**src/rtl/crc_serial_pkg.sv**
```systemverilog
// crc_serial_pkg: shared constants for the serial CRC appender.
// FSM state encodings, USB CRC5/CRC16 polynomials and check residues.
package crc_serial_pkg;

  localparam logic [1:0] IDLE = 2'd0;
  localparam logic [1:0] CALC = 2'd1;
  localparam logic [1:0] SEND = 2'd2;

  localparam logic [4:0]  CRC5_POLY  = 5'h05;
  localparam logic [15:0] CRC16_POLY = 16'h8005;
  localparam logic [4:0]  CRC5_RES   = 5'h0C;
  localparam logic [15:0] CRC16_RES  = 16'h800D;

  // Counter width able to index MAX_W CRC bits (never below 1).
  function automatic int cnt_width(input int max_w);
    return (max_w > 1) ? $clog2(max_w) : 1;
  endfunction

endpackage

```
**src/rtl/crc_serial_append_lfsr.sv**
```systemverilog
// crc_lfsr: serial MSB-first CRC register with a runtime polynomial and width.
// The active width is given as a low-aligned mask; its top set bit is the CRC MSB.
// Reset and init load all ones across MAX_W; the first update masks the unused
// upper bits back to zero, so the start value is all ones for either mode.
module crc_lfsr #(
  parameter int MAX_W = 16
) (
  input  logic             clk,
  input  logic             rst_L,
  input  logic [MAX_W-1:0] i_poly,
  input  logic [MAX_W-1:0] i_mask,
  input  logic             i_din,
  input  logic             i_en,
  input  logic             i_init,
  output logic [MAX_W-1:0] o_crc
);

  logic [MAX_W-1:0] r_crc;
  logic             w_msb;
  logic             w_fb;
  logic [MAX_W-1:0] w_next;

  assign w_msb  = |(r_crc & i_mask & ~(i_mask >> 1));
  assign w_fb   = w_msb ^ i_din;
  assign w_next = ((r_crc << 1) ^ (w_fb ? i_poly : '0)) & i_mask;

  // Shift one payload bit into the CRC, or reload the all-ones seed.
  always_ff @(posedge clk or negedge rst_L) begin
    if (!rst_L)      r_crc <= '1;
    else if (i_init) r_crc <= '1;
    else if (i_en)   r_crc <= w_next;
  end

  assign o_crc = r_crc;

endmodule

```
**src/rtl/crc_serial_append.sv**
```systemverilog
// crc_serial_append: passes payload bits through while computing a CRC, then
// appends the complemented CRC MSB-first. Mode A/B selected per packet.
// Optional receive-side check mode under `define CRC_CHECK_EN.
module crc_serial_append
  import crc_serial_pkg::*;
#(
  parameter int               MAX_W  = 16,
  parameter int               W_A    = 5,
  parameter int               W_B    = 16,
  parameter logic [MAX_W-1:0] POLY_A = MAX_W'(CRC5_POLY),
  parameter logic [MAX_W-1:0] POLY_B = MAX_W'(CRC16_POLY)
`ifdef CRC_CHECK_EN
  ,
  parameter logic [MAX_W-1:0] RES_A  = MAX_W'(CRC5_RES),
  parameter logic [MAX_W-1:0] RES_B  = MAX_W'(CRC16_RES)
`endif
) (
  input  logic clk,
  input  logic rst_L,
  input  logic in_bit,
  input  logic in_valid,
  input  logic start,
  input  logic pkt_type,
  input  logic pause_out,
`ifdef CRC_CHECK_EN
  input  logic check,
  output logic crc_done,
  output logic crc_ok,
`endif
  output logic pause_in,
  output logic out_bit,
  output logic out_valid
);

  localparam int CW = cnt_width(MAX_W);
  localparam logic [MAX_W-1:0] MASK_A = {MAX_W{1'b1}} >> (MAX_W - W_A);
  localparam logic [MAX_W-1:0] MASK_B = {MAX_W{1'b1}} >> (MAX_W - W_B);
  localparam logic [CW-1:0]    LAST_A = CW'(W_A - 1);
  localparam logic [CW-1:0]    LAST_B = CW'(W_B - 1);

  logic [1:0]       r_state, w_state_nxt;
  logic             r_mode,  w_mode_nxt;
  logic [CW-1:0]    r_cnt,   w_cnt_nxt;
  logic             w_mode;
  logic [MAX_W-1:0] w_poly, w_mask, w_crc;
  logic [CW-1:0]    w_last, w_idx;
  logic             w_en, w_init;
  logic             w_ob, w_ov, w_pi;

  // The mode is live from pkt_type on the first payload cycle, latched after.
  assign w_mode = (r_state == IDLE) ? pkt_type : r_mode;
  assign w_poly = w_mode ? POLY_B : POLY_A;
  assign w_mask = w_mode ? MASK_B : MASK_A;
  assign w_last = w_mode ? LAST_B : LAST_A;
  assign w_idx  = w_last - r_cnt;

  crc_lfsr #(.MAX_W(MAX_W)) u_lfsr (
    .clk    (clk),
    .rst_L  (rst_L),
    .i_poly (w_poly),
    .i_mask (w_mask),
    .i_din  (in_bit),
    .i_en   (w_en),
    .i_init (w_init),
    .o_crc  (w_crc)
  );

`ifdef CRC_CHECK_EN
  logic w_chk_end;
  logic r_done, r_ok;
`endif

  // FSM next state, CRC enable and output mux; payload bypass is combinational.
  always_comb begin
    w_state_nxt = r_state;
    w_mode_nxt  = r_mode;
    w_cnt_nxt   = r_cnt;
    w_en        = 1'b0;
    w_init      = 1'b0;
    w_ob        = in_bit;
    w_ov        = in_valid;
    w_pi        = pause_out;
`ifdef CRC_CHECK_EN
    w_chk_end   = 1'b0;
`endif
    case (r_state)
      IDLE: begin
        if (in_valid) begin
          w_state_nxt = CALC;
          w_mode_nxt  = pkt_type;
          w_en        = ~start & ~pause_out;
        end
      end
      CALC: begin
        if (in_valid) begin
          w_en = ~start & ~pause_out;
        end else
`ifdef CRC_CHECK_EN
        if (check) begin
          // Receive check: no append, result reported next cycle.
          w_state_nxt = IDLE;
          w_init      = 1'b1;
          w_chk_end   = 1'b1;
        end else
`endif
        begin
          // First CRC bit goes out in the end-of-payload cycle (no bubble).
          w_ob        = ~w_crc[w_last];
          w_ov        = 1'b1;
          w_pi        = 1'b1;
          w_state_nxt = SEND;
          w_cnt_nxt   = '0;
          if (!pause_out) begin
            if (w_last == '0) begin
              w_state_nxt = IDLE;
              w_init      = 1'b1;
            end else begin
              w_cnt_nxt = CW'(1);
            end
          end
        end
      end
      SEND: begin
        w_ob = ~w_crc[w_idx];
        w_ov = 1'b1;
        w_pi = 1'b1;
        if (!pause_out) begin
          if (r_cnt == w_last) begin
            w_state_nxt = IDLE;
            w_cnt_nxt   = '0;
            w_init      = 1'b1;
          end else begin
            w_cnt_nxt = r_cnt + CW'(1);
          end
        end
      end
      default: begin
        w_state_nxt = IDLE;
        w_cnt_nxt   = '0;
        w_init      = 1'b1;
      end
    endcase
  end

  // State, mode latch and CRC bit counter.
  always_ff @(posedge clk or negedge rst_L) begin
    if (!rst_L) begin
      r_state <= IDLE;
      r_mode  <= 1'b0;
      r_cnt   <= '0;
    end else begin
      r_state <= w_state_nxt;
      r_mode  <= w_mode_nxt;
      r_cnt   <= w_cnt_nxt;
    end
  end

`ifdef CRC_CHECK_EN
  // One-cycle done pulse; ok holds until the next check completes.
  always_ff @(posedge clk or negedge rst_L) begin
    if (!rst_L) begin
      r_done <= 1'b0;
      r_ok   <= 1'b0;
    end else begin
      r_done <= w_chk_end;
      if (w_chk_end) r_ok <= ((w_crc & w_mask) == ((w_mode ? RES_B : RES_A) & w_mask));
    end
  end

  assign crc_done = r_done;
  assign crc_ok   = r_ok;
`endif

  // Reset forces outputs low immediately, even while inputs toggle.
  assign out_bit   = rst_L & w_ob;
  assign out_valid = rst_L & w_ov;
  assign pause_in  = rst_L & w_pi;

endmodule

```
**config.mk**
```make
export PLATFORM = sky130hd
export DESIGN_NAME = crc_serial_append
export DESIGN_NICKNAME = d
export VERILOG_FILES = /design/src/rtl/crc_serial_pkg.sv /design/src/rtl/crc_serial_append_lfsr.sv /design/src/rtl/crc_serial_append.sv
export SDC_FILE = /design/constraint.sdc
export NUM_CORES = 1
export LEC_CHECK = 0
export ABC_CLOCK_PERIOD_IN_PS = 7700
export CORE_ASPECT_RATIO = 0.6
export CORE_UTILIZATION = 63
export CTS_CLUSTER_SIZE = 30
export DETAILED_ROUTE_END_ITERATION = 6
export GPL_ROUTABILITY_DRIVEN = 0
export GPL_TIMING_DRIVEN = 0
export PLACE_DENSITY = 0.85
export SLEW_MARGIN = 20
export SYNTH_ARGS = -nofsm -noshare
export SYNTH_HDL_FRONTEND = slang
export SYNTH_SLANG_ARGS = --single-unit
```
**constraint.sdc**
```tcl
create_clock -name clk -period 7.7 [get_ports clk]
set_input_delay 0.77 -clock clk [delete_from_list [all_inputs] [get_ports clk]]
set_output_delay 0.77 -clock clk [all_outputs]
set_load 0.03 [all_outputs]
```
# After elaboration in Yosys (flattened, before gate mapping)
# Cells that the tools add are included.
# W data, S select, Z words.
# op_classes
eq_ne	7
reduce_logical	9
bitwise_logic	15
n_addsub	2
order_cmp	2
n_mux	37
# ops
op	count
$mux W16	5
$and A16 B16 Y16	3
$mux W4	4
$not A15 Y16	1
$reduce_or A16 Y1	1
$xor A16 B16 Y16	1
$mux W1	15
$mux W2	6
$pmux W4 S3	1
$lt A4 B5 Y1 const B	2
$bmux W1 S4	2
$ne A2 B2 Y1 const B	4
$pmux W2 S3	1
$not A1 Y1	5
$add A4 B1 Y4 const B	1
$and A1 B1 Y1	4
$eq A4 B4 Y1	1
$logic_not A4 Y1	1
$pmux W1 S2	2
$reduce_and A4 Y1	1
$reduce_or A2 Y1	2
$sub A4 B4 Y4	1
$pmux W1 S3	1
$reduce_and A3 Y1	1
6 further kinds	6
# totals
regBits	23

# Logic depth before layout (Yosys ltp)
# Gate-level depths: netlist of run 1.
# logic_depth
depth_word	12
depth_mapped	11
depth_no_buf	11

# By module
# Synthesis of run 1 repeated with hierarchy kept, for this count alone.
# unflattened
cells_unflattened	229
area_unflattened_um2	2024.4
# modules_own_cells
module	cells_per_inst	instances	area_each_um2
crc_lfsr	131	1	1193.6
crc_serial_append	98	1	830.8

# Worst setup path after synthesis of run 1
# OpenSTA, ideal clock, no wires.
# synth_path
kind	input to output
start	input pkt_type
end	output out_bit
path_slack_ns	3.804
arrival_time_ns	3.126
required_time_ns	6.930
cell_stages	9
cell_sequence	mux2_4 > inv_6 > ha_1 > fa_1 > xor2_1 > mux4_1 > mux2i_1 > mux2i_1 > o22ai_1
# synth_via
elab_chain_cells	8
# synth_rtl
element	line	text
from (decl)	crc_serial_append.sv:23	input logic pkt_type,
$mux W1 *	crc_serial_append.sv:51	assign w_mode = (r_state == IDLE) ? pkt_type : r_mode;
$mux W4 *	crc_serial_append.sv:54	assign w_last = w_mode ? LAST_B : LAST_A;
$sub A4 B4 Y4 or $bmux W1 S4 (tied branches)	crc_serial_append.sv:55, crc_serial_append.sv:108	
$bmux W1 S4 or $mux W1 (tied branches)	crc_serial_append.sv:124, crc_serial_append.sv:108	
$mux W1 (not written as such) or $not A1 Y1 (tied branches)	crc_serial_append.sv:124, crc_serial_append.sv:108	
$not A1 Y1 or $mux W1 (tied branches)	crc_serial_append.sv:124, crc_serial_append.sv:95	
$pmux W1 S2 *	crc_serial_append.sv:86	case (r_state)
$and A1 B1 Y1 *	crc_serial_append.sv:175	assign out_bit = rst_L & w_ob;
to (decl)	crc_serial_append.sv:31	output logic out_bit,
# Every way passes the cells marked *; elsewhere a longest branch is shown, timed or not. The select of a mux whose other input is x is not followed.

# Worst setup path after layout of run 1
# Ends and elaborated chain as after synthesis.

==> flow_summary_export.csv, run 1 <==
group,metric,value,unit
power_and_ir_drop,peakVddDrop,0.2267,mV
timing,finalSetupViolCount,0,
placement,port_buffers,8,
critical_path,arrival,4280,ps
global_routing,globalRouteMet2Util,50.77,%
synth,synth.distinct_cells,42,
global_routing,gr-usage-all-layers,30.61,%
global_routing,grt.overflow.total,0,
timing,skew,12.66,ps
critical_path,worst_setup_path_start_kind,"input port",
synth,yosysWarnings,0,
finish,diodes,0,
routing,first_iter_violations,118,
global_routing,grt_pass1_vias,1266,
clocking,htree_levels,1,
clocking,clockBufferDepth,2,
power_and_ir_drop,p_switching,0.0002728,W
synth,syn-cell-area,1553,sq um
power_and_ir_drop,power_frac_seq,32.8,%
clocking,clk_pin_slew_worst_paths,90,ps
routing,dr.pass1.iters,4,
global_routing,grt_max_degree,28,
clocking,cts-buffers-inserted,3,
synth,synthCells,155,
timing,worst_pin_slew,552.2,ps
synth,yosys.area.top_type,"dfstp_2",
floorplanning,die_w,66.09,um
critical_path,criticalPathCategory,"in2out",
floorplanning,die_h,40.46,um
routing,routed_via_density,6.655,
placement,post-dp-hpwl,2710,um
timing,finalCritPeriodShare,65.59,%
clocking,cts_tree,"done",
finish,nets,182,
timing,finalSetupTns,0,ps
synth,synth_edf_count,0,
floorplanning,rows,13,
clocking,root_buffer,"clkbuf_8",
clocking,cts_setup_buffers,0,
routing,final_antenna_net_count,0,
global_routing,met3_usage,7.670,%
status,outcome,"finished clean",
timing,fin_ws,2649,ps
power_and_ir_drop,power_frac_clock,12.2,%
floorplanning,io_pins,10,
power_and_ir_drop,comb_power_share,55.0,%
placement,dp_slack,2651,ps
min_path,hp-class,"in2async",
clocking,ctsHoldBuffers,0,
synth,mappedNetlistNets,169,
floorplanning,start_util,69.18,%
synth,ys_seq_elements,23,
critical_path,crit_path_max_fanout,5,
synth,synth_top_area_share,27.07,%
power_and_ir_drop,switching_share,44.31,%
synth,async_flop_share,100.0,%
timing,hold_viol,0,
job,drv_cap,0,
critical_path,end_kind,"primary output",
timing,min_period,5051,ps
synth,synth_top_cells_by_count,"25 x nand2_1, 16 x dfstp_2, 13 x nand3_1, 13 x nand4_1, 8 x mux2i_1",
timing,max-slew-margin-rel,63.19,%
floorplanning,die-area,2674,sq um
routing,drc,0,
synth,yosys.cell_count.top_type,"nand2_1",
clocking,cts_resized,0,
timing,drv_slew,0,
routing,vias,1311,
power_and_ir_drop,p_per_area,360.0,nW/um^2
timing,rsz0062_at_grt,"false",
finish,num-fill-cells,158,
global_routing,busiest_layer,"met2",
clocking,cts.sink_count,23,
global_routing,gr-usage-met1,39.69,%
timing,fmax,0.1980,GHz
clocking,worstSkewPairLatency,270,ps
global_routing,grt_first_pass_wirelength,5775,um
synth,synth.area.top_cells,"dfstp_2 27%, dfrtp_1 11%, nand2_1 6.0%, nand4_1 5.2%, mux2i_1 5.2%",
power_and_ir_drop,leakage,0.7338,nW
routing,drt-total-wl,3563,um
routing,drt-wirelength-per-cell,18.09,um
synth,syn_avg_cell_area,10.02,sq um
finish,drive_gt1_share,20.36,%
synth,synthFlopType,"dfstp_2",
critical_path,critPathRequiredTime,6930,ps
power_and_ir_drop,p_int,0.0003429,W
synth,ys_seq_area_share,38.36,%
global_routing,antenna_found_initial,0,
floorplanning,coreArea,2245,sq um
finish,area_delta_synth_final,10.15,%
[final cells by class]
class                      count  area (sq um)  share of cell area, %
timing repair buffer           8         75.07                  4.389
inverter                       7         31.28                  1.829
sequential                    23         595.6                  34.82
multi-input combinational    117         885.9                  51.79
tap                           30         37.54                  2.195
clock buffer                   4         45.04                  2.634
buffer                         8         40.04                  2.341
[metal layers]
layer | up-vias | share of wire, %
met5 | - | 0
met4 | 0 | 1.9
met3 | 8 | 7.5
met2 | 61 | 47
met1 | 651 | 43
li1 | 591 | -
[critical path: stages]
cell             delay, ps
clkdlybuf4s50_1        480
mux2_4                 200
inv_6                   60
ha_1                   210
fa_1                   390
xor2_1                 400
mux4_1                 640
mux2i_1                180
mux2i_1                120
o22ai_1                140
clkdlybuf4s50_1        690
[cells in the final DEF, fill, tap and decap left out, types with 4 or more instances in the layout]
cell / instances
nand4_1: 13
clkbuf_1: 6
o21ai_0: 6
mux2i_1: 8
clkdlybuf4s50_1: 7
nor2_1: 6
nand3_1: 13
a21oi_1: 4
inv_1: 6
ha_1: 6
dfstp_2: 16
dfrtp_1: 7
nand2_1: 25
[sequential cells by signal, indices dropped and copies added (netlist names)]
register      count
r_mode            1
r_state           2
u_lfsr.o_crc     16
r_cnt             4
[path summary, 6_finish.rpt]
path                                             startpoint                     endpoint  slack, ps  cells past startpoint
min in group clk                u_lfsr.o_crc[7]$_DFFE_PN1P_  u_lfsr.o_crc[7]$_DFFE_PN1P_        500                      2
max in group asynchronous                             rst_L  u_lfsr.o_crc[4]$_DFFE_PN1P_       6830                      1
worst max-delay path                               pkt_type                      out_bit       2650                     11
worst max register to register       r_state[0]$_DFFE_PN0P_         r_cnt[3]$_DFFE_PN0P_       4900                      9
worst min-delay path                                  rst_L         r_cnt[0]$_DFFE_PN0P_        480                      1
worst min register to register  u_lfsr.o_crc[7]$_DFFE_PN1P_  u_lfsr.o_crc[7]$_DFFE_PN1P_        500                      2
[through the flow]
stage | instance area [sq um] | std cells | hold WS [ps] | power [W] | utilization (%)
floorplan | 1553 | 155 | 468.7 | 0.0004482 | -
global placement | 1670 | 193 | 481.8 | 0.0005114 | 74.41
detailed placement | 1670 | 193 | 488.6 | 0.0005363 | 74.41
CTS | 1715 | 197 | 499.6 | 0.0006109 | 76.42
global route | 1710 | 197 | 523.9 | 0.0006536 | 76.20
finish | 1710 | 197 | 476.4 | 0.0006157 | 76.20
[power by group through the flow]
stage,clock [W],sequential (W),combinational (W)
final,0.0000751,0.000202,0.000339
after global routing,0.0000799,0.000206,0.000368
after CTS,0.0000756,0.000201,0.000334
after detailed placement,0,0.000203,0.000333
after global placement,0,0.000199,0.000312
after floorplan,0,0.000192,0.000256
[logic make-up after synthesis]
| group | synth area share (%) |
|---|---|
| AO/OA/AOI/OAI | 12.73 |
| XOR/XNOR | 4.030 |
| adder cells (fa/ha/maj) | 6.124 |
| buffers and inverters | 4.593 |
| flip-flops | 38.36 |
| multiplexers | 12.89 |
| AND/OR/NAND/NOR | 21.27 |
No activity file was read; power rests on OpenSTA's default activity.
==> run 2: changes to the inputs <==
--- a/config.mk
+++ b/config.mk
@@ -5,14 +5,14 @@
 export SDC_FILE = /design/constraint.sdc
 export NUM_CORES = 1
 export LEC_CHECK = 0
-export ABC_CLOCK_PERIOD_IN_PS = 7700
+export ABC_CLOCK_PERIOD_IN_PS = 5200
 export CORE_ASPECT_RATIO = 0.6
-export CORE_UTILIZATION = 63
+export CORE_UTILIZATION = 58
 export CTS_CLUSTER_SIZE = 30
 export DETAILED_ROUTE_END_ITERATION = 6
 export GPL_ROUTABILITY_DRIVEN = 0
 export GPL_TIMING_DRIVEN = 0
-export PLACE_DENSITY = 0.85
+export PLACE_DENSITY = 0.79
 export SLEW_MARGIN = 20
 export SYNTH_ARGS = -nofsm -noshare
 export SYNTH_HDL_FRONTEND = slang
==> constraint.sdc (replaced) <==
create_clock -name clk -period 5.2 [get_ports clk]
set_input_delay 0.52 -clock clk [delete_from_list [all_inputs] [get_ports clk]]
set_output_delay 0.52 -clock clk [all_outputs]
set_load 0.03 [all_outputs]
==> flow_summary_export.csv, run 2 (synthesis gave the netlist of run 1 again) <==
group,metric,value,unit
status,outcome,"finished clean",
critical_path,worst_setup_path_start_kind,"flip-flop",
power_and_ir_drop,p_int,0.0005050,W
finish,drive_gt1_share,20.96,%
critical_path,crit_chain,"inv_1 > ha_1 > mux2_4 > inv_6 > ha_1 > fa_1 > xor2_1 > mux4_1 > mux2i_1 > mux2i_1 > o22ai_1 > clkdlybuf4s50_1",
clocking,clk_pin_slew_worst_paths,80,ps
routing,final_antenna_net_count,0,
clocking,cts_resized,0,
global_routing,grt_first_pass_wirelength,5658,um
timing,finalSetupTns,0,ps
timing,fin_ws,654.1,ps
finish,layout_commonest_cell,"nand2_1",
timing,drv_slew,0,
clocking,cts_setup_buffers,0,
critical_path,crit_path_max_fanout,5,
finish,mostFrequentLayoutCells,"25 x nand2_1, 16 x dfstp_2, 13 x nand4_1, 13 x nand3_1, 8 x mux2i_1",
routing,drc,0,
floorplanning,die_w,68.80,um
routing,drt-wirelength-per-cell,16.42,um
clocking,root_buffer,"clkbuf_8",
power_and_ir_drop,p_per_area,524.6,nW/um^2
critical_path,reg2reg_from,"r_state[1]$_DFFE_PN0P_",
clocking,cts-buffers-inserted,3,
clocking,cts.sink_count,23,
timing,skew,6.156,ps
power_and_ir_drop,peakVddDrop,0.3310,mV
critical_path,r2r_cells,9,
timing,rsz0062_at_grt,"false",
global_routing,grt_max_degree,28,
clocking,clockBufferDepth,2,
floorplanning,die-area,2895,sq um
power_and_ir_drop,leakage,0.7366,nW
power_and_ir_drop,comb_power_share,54.5,%
floorplanning,io_pins,10,
finish,nets,182,
routing,vias,1226,
min_path,hp-class,"in2async",
power_and_ir_drop,switching_share,43.84,%
floorplanning,die_h,42.08,um
power_and_ir_drop,power_frac_clock,12.4,%
timing,max-slew-margin-rel,62.80,%
clocking,ctsHoldBuffers,0,
power_and_ir_drop,power_frac_seq,33.1,%
global_routing,grt.overflow.total,0,
critical_path,end_kind,"primary output",
finish,final_cells,199,
finish,diodes,0,
floorplanning,start_util,61.56,%
timing,fin_hold_ws,228.9,ps
critical_path,critPathRequiredTime,4680,ps
critical_path,criticalPathCategory,"reg2out",
placement,dp_cells,195,
clocking,cts_tree,"done",
routing,first_iter_violations,100,
placement,post-dp-hpwl,2447,um
placement,port_buffers,8,
routing,routed_via_density,6.161,
critical_path,critPathMaxStageDelay,690,ps
finish,area_delta_synth_final,10.39,%
routing,dr.pass1.iters,4,
critical_path,cp_slowest_cell,"clkdlybuf4s50_1",
timing,finalSetupViolCount,0,
timing,hold_viol,0,
floorplanning,rows,14,
job,drv_cap,0,
timing,fmax,0.2200,GHz
global_routing,grt_pass1_vias,1213,
floorplanning,coreArea,2522,sq um
routing,drt-total-wl,3268,um
timing,worst_pin_slew,558.0,ps
finish,largest_reg_flops,16,
critical_path,arrival,4030,ps
global_routing,gr-usage-all-layers,27.34,%
timing,finalCritPeriodShare,87.42,%
critical_path,reg2reg_to,"r_cnt[3]$_DFFE_PN0P_",
clocking,htree_levels,1,
power_and_ir_drop,p_switching,0.0003942,W
critical_path,reg2reg_slack,2480,ps
global_routing,antenna_found_initial,0,
timing,min_period,4546,ps
placement,dp_slack,744.8,ps
clocking,worstSkewPairLatency,270,ps
run 2: through the flow:
step | total power, W | utilization, % | cell area, sq um
3_5_place_dp | 0.0007827 | 66.32 | 1673
2_1_floorplan | 0.0006638 | - | 1553
5_1_grt | 0.0009678 | 67.96 | 1714
6_report | 0.0008993 | 67.96 | 1714
4_1_cts | 0.0008977 | 68.15 | 1719
3_3_place_gp | 0.0007602 | 66.32 | 1673
run 2: worst max-delay path: cells and delay by family (launching register included):
family          cells  cell delay, ps
mux                 4            1160
fa+ha+maj           3             810
compound gates      1             140
buf+inv             3             840
xor+xnor            1             400
flops               1             410
run 2: final cells by class:
class                   instances  area, sq um
multi-input cells             117        885.9
fillers                       209        808.3
flip-flops and latches         23        595.6
repair buffers                  8        75.07
clock buffers                   3        41.29
plain buffers                   8        40.04
well taps                      32        40.04
inverters                       7        31.28
clock inverters                 1        5.005
run 2: per-layer routing:
metal	share of wire [%]	global-route usage (%)	up-vias
met4	1.4	9.796	0
met3	4.5	5.707	5
li1	-	-	586
met2	44	39.80	28
met5	0	0	-
met1	50	40.25	607
run 2: worst max-delay path by stage:
stage	start	to	slack [ps]	cells past startpoint
after floorplan	r_state[0]$_DFFE_PN0P_	out_bit	1600	11
after global placement	pkt_type	out_bit	790	11
after detailed placement	pkt_type	out_bit	740	11
after CTS	r_state[1]$_DFFE_PN0P_	out_bit	660	12
after global routing	r_state[1]$_DFFE_PN0P_	out_bit	470	12
final	r_state[1]$_DFFE_PN0P_	out_bit	650	12
run 2: power groups by stage:
| stage | clock (W) | combinational (W) | sequential [W] |
|---|---|---|---|
| global route | 0.000122 | 0.000541 | 0.000305 |
| global placement | 0 | 0.000464 | 0.000296 |
| finish | 0.000112 | 0.000490 | 0.000298 |
| CTS | 0.000115 | 0.000486 | 0.000296 |
| floorplan | 0 | 0.000379 | 0.000284 |
| detailed placement | 0 | 0.000483 | 0.000299 |
==> run 3: changes to the inputs <==
--- a/config.mk
+++ b/config.mk
@@ -5,14 +5,14 @@
 export SDC_FILE = /design/constraint.sdc
 export NUM_CORES = 1
 export LEC_CHECK = 0
-export ABC_CLOCK_PERIOD_IN_PS = 5200
+export ABC_CLOCK_PERIOD_IN_PS = 5800
 export CORE_ASPECT_RATIO = 0.6
-export CORE_UTILIZATION = 58
+export CORE_UTILIZATION = 63
 export CTS_CLUSTER_SIZE = 30
 export DETAILED_ROUTE_END_ITERATION = 6
 export GPL_ROUTABILITY_DRIVEN = 0
 export GPL_TIMING_DRIVEN = 0
-export PLACE_DENSITY = 0.79
+export PLACE_DENSITY = 0.85
 export SLEW_MARGIN = 20
 export SYNTH_ARGS = -nofsm -noshare
 export SYNTH_HDL_FRONTEND = slang
==> constraint.sdc (replaced) <==
create_clock -name clk -period 5.8 [get_ports clk]
set_input_delay 0.58 -clock clk [delete_from_list [all_inputs] [get_ports clk]]
set_output_delay 0.58 -clock clk [all_outputs]
set_load 0.03 [all_outputs]
==> results of run 3 <==
The final DEF is identical to that of run 1. Status: finished clean.
Among the figures that moved: setup slack after placement 2651 ps -> 1131 ps; setup slack after layout 2649 ps -> 1129 ps; hold slack 476.4 ps -> 286.4 ps; register-to-register setup slack 4900 ps -> 3000 ps; total power 0.0006157 W -> 0.0008174 W; worst IR drop on VDD 0.2267 mV -> 0.3009 mV
